### config.mk
export PLATFORM = sky130hd
export DESIGN_NAME = dmem_bridge
export DESIGN_NICKNAME = d
export VERILOG_FILES = /design/src/rtl/dmem_bridge.sv
export SDC_FILE = /design/constraint.sdc
export NUM_CORES = 1
export LEC_CHECK = 0
export ABC_AREA = 0
export CAP_MARGIN = 40
export CORE_AREA = 2 2 120 122
export DETAILED_ROUTE_END_ITERATION = 7
export DIE_AREA = 0 0 122 124
export GPL_ROUTABILITY_DRIVEN = 0
export MAX_ROUTING_LAYER = met4
export PLACE_DENSITY = 0.79
export SYNTH_ARGS = -nofsm -noshare
export SYNTH_HDL_FRONTEND = slang
export SYNTH_SLANG_ARGS = --single-unit
### constraint.sdc
create_clock -name clk -period 3.5 [get_ports clk]
set_input_delay 0.7 -clock clk [delete_from_list [all_inputs] [get_ports clk]]
set_output_delay 0.7 -clock clk [all_outputs]
set_load 0.05 [all_outputs]
### src/rtl/dmem_bridge.sv
// dmem_bridge: load/store unit to data-memory bus bridge.
// One access per instruction: latch the request, run a valid/ready
// transaction with a timeout, stall the core until it completes, and
// return load data right-aligned to byte 0.
module dmem_bridge #(
   parameter int unsigned TIMEOUT = 15
) (
   input  logic        clk,
   input  logic        rst,
   input  logic        req_rd,
   input  logic [3:0]  dmem_wr,
   input  logic [31:0] data_addr,
   input  logic [31:0] datamem_wr_o,
   output logic [31:0] rd_data,
   output logic        stall,
   output logic        bus_err,
   output logic        bus_valid,
   output logic        bus_we,
   output logic [31:0] bus_addr,
   output logic [3:0]  bus_be,
   output logic [31:0] bus_wdata,
   input  logic        bus_ready,
   input  logic [31:0] bus_rdata
);

   typedef enum logic [1:0] {S_IDLE, S_REQ, S_DONE, S_ERR} state_t;

   // Last counter value before the access is aborted.
   localparam logic [7:0] CNT_LAST = 8'(TIMEOUT - 1);

   state_t      state_q, state_d;
   logic [7:0]  cnt_q, cnt_d;
   logic [1:0]  off_q, off_d;
   logic        we_q, we_d;
   logic [31:0] addr_q, addr_d;
   logic [3:0]  be_q, be_d;
   logic [31:0] wdata_q, wdata_d;
   logic [31:0] rd_data_q, rd_data_d;
   logic        valid_q, valid_d;
   logic        err_q, err_d;
   logic        req;

   assign req = req_rd | (|dmem_wr);

   // Next-state, latched request fields, timeout counter and stall.
   always_comb begin
      state_d   = state_q;
      cnt_d     = cnt_q;
      off_d     = off_q;
      we_d      = we_q;
      addr_d    = addr_q;
      be_d      = be_q;
      wdata_d   = wdata_q;
      rd_data_d = rd_data_q;
      stall     = 1'b0;
      case (state_q)
         S_IDLE: begin
            stall = req;
            if (req) begin
               // A store wins over a simultaneous load request.
               we_d    = |dmem_wr;
               be_d    = (|dmem_wr) ? dmem_wr : 4'b1111;
               addr_d  = {data_addr[31:2], 2'b00};
               off_d   = data_addr[1:0];
               wdata_d = datamem_wr_o;
               cnt_d   = 8'd0;
               state_d = S_REQ;
            end
         end
         S_REQ: begin
            stall = 1'b1;
            // Ready is checked first so a late handshake still completes.
            if (bus_ready) begin
               if (!we_q) rd_data_d = bus_rdata >> {off_q, 3'b000};
               state_d = S_DONE;
            end else if (cnt_q == CNT_LAST) begin
               if (!we_q) rd_data_d = 32'd0;
               state_d = S_ERR;
            end else begin
               cnt_d = cnt_q + 8'd1;
            end
         end
         // Requests seen here belong to the instruction being committed.
         S_DONE:  state_d = S_IDLE;
         S_ERR:   state_d = S_IDLE;
         default: state_d = S_IDLE;
      endcase
      valid_d = (state_d == S_REQ);
      err_d   = (state_d == S_ERR);
   end

   // All state and registered outputs.
   always_ff @(posedge clk) begin
      if (rst) begin
         state_q   <= S_IDLE;
         cnt_q     <= 8'd0;
         off_q     <= 2'd0;
         we_q      <= 1'b0;
         addr_q    <= 32'd0;
         be_q      <= 4'd0;
         wdata_q   <= 32'd0;
         rd_data_q <= 32'd0;
         valid_q   <= 1'b0;
         err_q     <= 1'b0;
      end else begin
         state_q   <= state_d;
         cnt_q     <= cnt_d;
         off_q     <= off_d;
         we_q      <= we_d;
         addr_q    <= addr_d;
         be_q      <= be_d;
         wdata_q   <= wdata_d;
         rd_data_q <= rd_data_d;
         valid_q   <= valid_d;
         err_q     <= err_d;
      end
   end

   assign rd_data   = rd_data_q;
   assign bus_err   = err_q;
   assign bus_valid = valid_q;
   assign bus_we    = we_q;
   assign bus_addr  = addr_q;
   assign bus_be    = be_q;
   assign bus_wdata = wdata_q;

endmodule

==> results.sh, run 1 <==
export IMPL_crit_required_ns=2.80
export IMPL_drc=0
export IMPL_insertion_delay_ns=0.41
export IMPL_timing_final_crit_share_pct=74.2
export IMPL_crit_type="input pin to output pin"
export IMPL_layout_common_cells="203 x clkdlybuf4s50_1, 151 x nand2_1, 113 x dfxtp_1, 83 x a21oi_1, 48 x o21ai_0"
export IMPL_synth_avg_cell_area_um2=8.26
export IMPL_core_area_um2=13700
export IMPL_cap_violations=0
export IMPL_ys_seq_area_share_pct=47.8
export IMPL_drive_above_1_share_pct=8.91
export IMPL_initial_utilization_pct=34.5
export IMPL_yosys_most_used_dff="dfxtp_1"
export IMPL_cts_buffer_depth=2
export IMPL_grt_pass1_vias=4422
export IMPL_critPathLaunchType="input pin"
export IMPL_syn_area_um2=4730
export IMPL_layout_commonest_cell="clkdlybuf4s50_1"
export IMPL_drtPass1Iterations=4
export IMPL_relSlewSlack_pct=49.8
export IMPL_io_pins=208
export IMPL_grt_pass1_wl_um=22400
export IMPL_worst_pin_slew_ns=0.753
export IMPL_crit_fanout=3
export IMPL_slew_viol_final=0
export IMPL_dpl_hpwl_um=10200
export IMPL_final_instance_count_excl_fill=954
export IMPL_drtIter0Drc=274
export IMPL_cts_root_buf="clkbuf_16"
export IMPL_post_place_ws_ns=0.816
export IMPL_p_int_uw=2930
export IMPL_min_path_type="flip-flop to flip-flop"
export IMPL_grt_max_degree=67
export IMPL_setup_slack_ns=0.902
export IMPL_combPwrFrac_pct=20.9
export IMPL_holdPathEnd="bus_wdata[31]$_SDFFE_PP0P_"
export IMPL_timing_clock_skew_ns=0.00628
export IMPL_async_flop_share_pct=0
export IMPL_setup_tns_ns=0
export IMPL_via_count=4754
export IMPL_antenna_cells=0
export IMPL_cts_max_level=4
export IMPL_hold_depth=2
export IMPL_fillers=1243
export IMPL_totalWireLength_um=14700
export IMPL_synth_edf_count=0
export IMPL_worstHoldStart="bus_wdata[31]$_SDFFE_PP0P_"
export IMPL_hold_viol=0
export IMPL_post_cts_buffers=0
export IMPL_fin_nets=867
export IMPL_leakage_uw=0.00273
export IMPL_overflow=0
export IMPL_power_density_nw_per_um2=547
export IMPL_clock_sinks=113
export IMPL_outcome="completed"
export IMPL_switchingPower_uw=1190
export IMPL_port_buffers=205
export IMPL_r2r_cells=4
export IMPL_setup_violations=0
export IMPL_r2r_end="rd_data[9]$_SDFFE_PP0P_"
export IMPL_cts_hold_buf=0
export IMPL_postRouteAntennaNets=0
export IMPL_switching_share_pct=28.9
export IMPL_p_clk_share_pct=44.7
export IMPL_ys_warnings_count=0
export IMPL_globalRouteTotalUtil_pct=19.6
export IMPL_dieArea_um2=15100
export IMPL_viasPerCell=4.98
export IMPL_r2r_start="off_q[1]$_SDFFE_PP0P_"
export IMPL_path_clk_slew_ns=0.05
export IMPL_layout_min_cycle_time_ns=2.60
export IMPL_yosysUniqueCellTypes=39
export IMPL_die_h_um=124
export IMPL_worstPathArrival_ns=1.90
export IMPL_rsz0062_at_grt="no"
export IMPL_power_uw=4120
export IMPL_fp_row_count=43
export IMPL_die_x_um=122
export IMPL_cts_inserted_buffers=17
export IMPL_ir_worst_vdd_mv=0.291
export IMPL_reg2reg_slack_ns=1.54
export IMPL_critPathCaptureType="output pin"
export IMPL_cts_tree="built"
export IMPL_cts_resized=0
export IMPL_pwr_share_seq_pct=34.3
export IMPL_clock_fmax_mhz=385
export IMPL_antenna_found_initial=0
export IMPL_ys_ff_latch=113
export IMPL_area_growth_syn_to_layout_pct=59.3
export IMPL_wl_per_cell_um=15.4
export IMPL_postSynthCellCount=573
export IMPL_place_inst=922
worst max path at each step:
stage / slack, ns / startpoint / to / cells past startpoint
after floorplan: 1.02 / dmem_wr[0] / stall / 2
after global placement: 0.84 / dmem_wr[0] / bus_be[2]$_SDFFE_PP0P_ / 6
after detailed placement: 0.82 / dmem_wr[0] / bus_wdata[13]$_SDFFE_PP0P_ / 6
after CTS: 0.86 / dmem_wr[0] / stall / 4
after global routing: 0.75 / dmem_wr[0] / stall / 4
final: 0.90 / dmem_wr[0] / stall / 4
cell usage after synthesis, types with 2 or more instances:
master     number  share of area, %
or2_2           2              0.26
dfxtp_1       113                48
mux4_2          8               3.8
clkbuf_1       25               2.0
nand2b_1        2              0.26
o2bb2ai_1       8               1.5
inv_1           3              0.24
buf_1           2              0.16
buf_2          14               1.5
nor2_1         12              0.95
ha_1            2              0.53
nand4_1         2              0.26
mux2_2          8               1.9
or3b_2          2              0.37
and2_1          2              0.26
a21oi_1        83               8.8
nand3_1        19               2.0
a31oi_1         7              0.93
nand2_1       151                12
buf_4           5              0.79
o21a_1          2              0.32
nor2b_1        18               2.4
mux2i_1        10               2.1
nor4_1          3              0.40
nor3_1          9              0.95
o21ai_0        48               5.1
routing by layer:
metal | up-vias | wire length (um) | track usage (%)
li1 | 2340 | - | -
met1 | 2199 | 5960 | 22.7
met2 | 170 | 7330 | 30.8
met3 | 45 | 755 | 5.04
met4 | 0 | 602 | 12.1
met5 | - | 0 | -
power groups by stage:
stage	Clock, uW	Sequential [uW]	Combinational, uW
floorplan	0	1690	267
global placement	0	1440	856
detailed placement	0	1440	861
CTS	1880	1420	863
global route	1940	1420	912
finish	1840	1420	861
worst max-delay path, cell delays in order:
cell	delay, ns
clkdlybuf4s50_1	0.44
nor4_1	0.41
a21oi_1	0.13
buf_4	0.22
per-stage QoR:
step                utilization [%]  instance area (um^2)  hold WS [ns]
floorplan                         -                  4740         0.439
global placement               50.3                  6900         0.441
detailed placement             50.3                  6900         0.445
CTS                            55.0                  7540         0.453
global route                   55.0                  7540         0.467
finish                         55.0                  7540         0.450
flip-flops by register name (all words and copies together), names as in the netlist:
signal,cells
bus_be,4
bus_addr,30
bus_err,1
rd_data,32
off_q,2
bus_we,1
bus_wdata,32
cnt_q,8
state_q,2
bus_valid,1
area by class of cell:
cell class | count | area (um^2) | area share (%)
clock buffer | 20 | 457 | 6.06
clock inverter | 12 | 183 | 2.42
inverter | 3 | 11.3 | 0.149
multi-input combinational | 412 | 2260 | 30.0
sequential | 113 | 2260 | 30.0
tap | 180 | 225 | 2.99
timing repair buffer | 214 | 2140 | 28.4
logic make-up after synthesis:
group / Yosys count / synth area share (%)
compound gates: 155 / 17.9
xor+xnor: 1 / 0.185
fa+ha+maj: 2 / 0.529
buf+inv: 49 / 4.65
flops: 113 / 47.8
mux: 26 / 7.82
other cells: 1 / 0.0792
simple gates: 226 / 21.0
Note: power is estimated with default switching activity, not from simulation.
==> run 2: changes to the inputs <==
==> constraint.sdc (replaced) <==
create_clock -name clk -period 2.5 [get_ports clk]
set_input_delay 0.5 -clock clk [delete_from_list [all_inputs] [get_ports clk]]
set_output_delay 0.5 -clock clk [all_outputs]
set_load 0.05 [all_outputs]
==> run 2 against run 1 <==
Compared with the run above: register-to-register slack lost 0.76 ns; non-clock buffer count grew 7; total power grew 38%; first-iteration DRC count grew 6.6%; highest routed layer unchanged.
==> results.sh, run 2 (synthesis results as in run 1) <==
export IMPL_placed_cell_area_um2=6970
export IMPL_io_pins=208
export IMPL_layout_commonest_cell="clkdlybuf4s50_1"
export IMPL_overflow=0
export IMPL_outcome="completed"
export IMPL_drtPass1Iterations=5
export IMPL_worstPathArrival_ns=1.68
export IMPL_startpoint="bus_we$_SDFFE_PP0P_"
export IMPL_clock_fmax_mhz=458
export IMPL_antenna_cells=0
export IMPL_drc=0
export IMPL_totalWireLength_um=14600
export IMPL_crit_fanout=4
export IMPL_initial_utilization_pct=34.5
export IMPL_crit_type="flip-flop to output pin"
export IMPL_rsz0062_at_grt="no"
export IMPL_min_path_type="flip-flop to flip-flop"
export IMPL_path_cells="clkdlybuf4s50_1"
export IMPL_dpl_hpwl_um=10300
export IMPL_timing_clock_skew_ns=0.00611
export IMPL_cts_tree="built"
export IMPL_insertion_delay_ns=0.41
export IMPL_slowest_stage="clkdlybuf4s50_1"
export IMPL_timing_final_crit_share_pct=87.3
export IMPL_viasPerCell=4.86
export IMPL_cts_buffer_depth=2
export IMPL_register_area_um2=2260
export IMPL_area_growth_syn_to_layout_pct=60.2
export IMPL_cap_violations=0
export IMPL_cts_root_buf="clkbuf_16"
export IMPL_postRouteAntennaNets=0
export IMPL_via_count=4666
export IMPL_grt_pass1_wl_um=22300
export IMPL_die_h_um=124
export IMPL_cts_hold_buf=0
export IMPL_r2r_end="rd_data[23]$_SDFFE_PP0P_"
export IMPL_r2r_cells=4
export IMPL_multiInputGateArea_um2=2260
export IMPL_ir_worst_vdd_mv=0.405
export IMPL_power_density_nw_per_um2=751
export IMPL_layout_min_cycle_time_ns=2.18
export IMPL_critPathLaunchType="flip-flop"
export IMPL_cts_inserted_buffers=17
export IMPL_leakage_uw=0.00279
export IMPL_core_area_um2=13700
export IMPL_antenna_found_initial=0
export IMPL_reg2reg_slack_ns=0.78
export IMPL_drtIter0Drc=292
export IMPL_r2r_start="cnt_q[4]$_SDFFE_PP0P_"
export IMPL_setup_violations=0
export IMPL_fin_nets=874
export IMPL_path_clk_slew_ns=0.06
export IMPL_dieArea_um2=15100
export IMPL_endpoint="bus_we"
export IMPL_wl_per_cell_um=15.2
export IMPL_slew_viol_final=0
export IMPL_final_instance_count_excl_fill=961
export IMPL_fillers=1240
export IMPL_port_buffers=205
export IMPL_crit_buf_inv=1
export IMPL_cts_max_level=4
export IMPL_cp_top_family="buffers and inverters"
export IMPL_relSlewSlack_pct=57.3
export IMPL_grt_max_degree=58
export IMPL_crit_required_ns=2.00
export IMPL_drive_above_1_share_pct=9.60
export IMPL_hold_viol=0
export IMPL_setup_tns_ns=0
export IMPL_stdcell_area_um2=7580
export IMPL_globalRouteTotalUtil_pct=19.5
export IMPL_fp_row_count=43
export IMPL_layout_common_cells="203 x clkdlybuf4s50_1, 151 x nand2_1, 113 x dfxtp_1, 83 x a21oi_1, 48 x o21ai_0"
export IMPL_cts_resized=0
export IMPL_slowest_delay_ns=0.89
export IMPL_clock_sinks=113
export IMPL_place_inst=929
export IMPL_grt_pass1_vias=4318
export IMPL_path_depth=1
export IMPL_post_cts_buffers=0
export IMPL_die_x_um=122
export IMPL_critPathCaptureType="output pin"
export IMPL_worst_pin_slew_ns=0.640
==> run 2: cell types whose count changed in the layout (fill, tap and decap cells not counted) <==
cell        change
clkinvlp_4      -6
inv_6           +1
clkbuf_1        +1
bufinv_16       -1
clkinv_2        +4
buf_12          +1
clkbuf_8        +2
buf_4           +6
clkinv_4        -1
==> run 2: area by class of cell <==
type	count	area share, %
Multi-Input combinational cell	412	29.8
Tap cell	180	2.97
Sequential cell	113	29.8
Clock inverter	9	1.68
Timing Repair Buffer	221	29.1
Inverter	3	0.149
Clock buffer	23	6.44
==> run 2: worst min path at each step <==
stage | from | end | cells past startpoint
finish | bus_addr[22]$_SDFFE_PP0P_ | bus_addr[22]$_SDFFE_PP0P_ | 2
global route | bus_addr[13]$_SDFFE_PP0P_ | bus_addr[13]$_SDFFE_PP0P_ | 2
CTS | bus_wdata[5]$_SDFFE_PP0P_ | bus_wdata[5]$_SDFFE_PP0P_ | 2
detailed placement | bus_wdata[5]$_SDFFE_PP0P_ | bus_wdata[5]$_SDFFE_PP0P_ | 2
global placement | bus_wdata[12]$_SDFFE_PP0P_ | bus_wdata[12]$_SDFFE_PP0P_ | 2
floorplan | cnt_q[7]$_SDFFE_PP0P_ | cnt_q[7]$_SDFFE_PP0P_ | 1
==> run 2: routing by layer <==
metal	track usage, %	vias to the layer above	share of wire, %
li1	-	2355	-
met1	23.7	2144	42
met2	30.9	135	50
met3	3.98	32	4.4
met4	9.70	0	3.1
met5	-	-	0
==> run 2: through the flow <==
| stage | hold WS (ns) | util (%) | power [uW] | worst slack [ns] |
|---|---|---|---|---|
| CTS | 0.453 | 55.3 | 5740 | 0.291 |
| global route | 0.467 | 55.3 | 5910 | 0.209 |
| finish | 0.452 | 55.3 | 5690 | 0.317 |
| global placement | 0.441 | 50.8 | 3240 | 0.177 |
| detailed placement | 0.445 | 50.8 | 3250 | 0.112 |
| floorplan | 0.439 | - | 2750 | 0.419 |
==> run 2: worst reg2reg max path, stage by stage (launching register included) <==
cell and delay (ns):
dfxtp_1 0.35, nor4_1 0.42, a31oi_2 0.17, nand2b_1 0.41, o21ai_0 0.28
==> run 2: report_power, final <==
group / switching [uW] / internal [uW]
clock network: 812 / 1670
logic: 750 / 485
registers: 59.0 / 1920
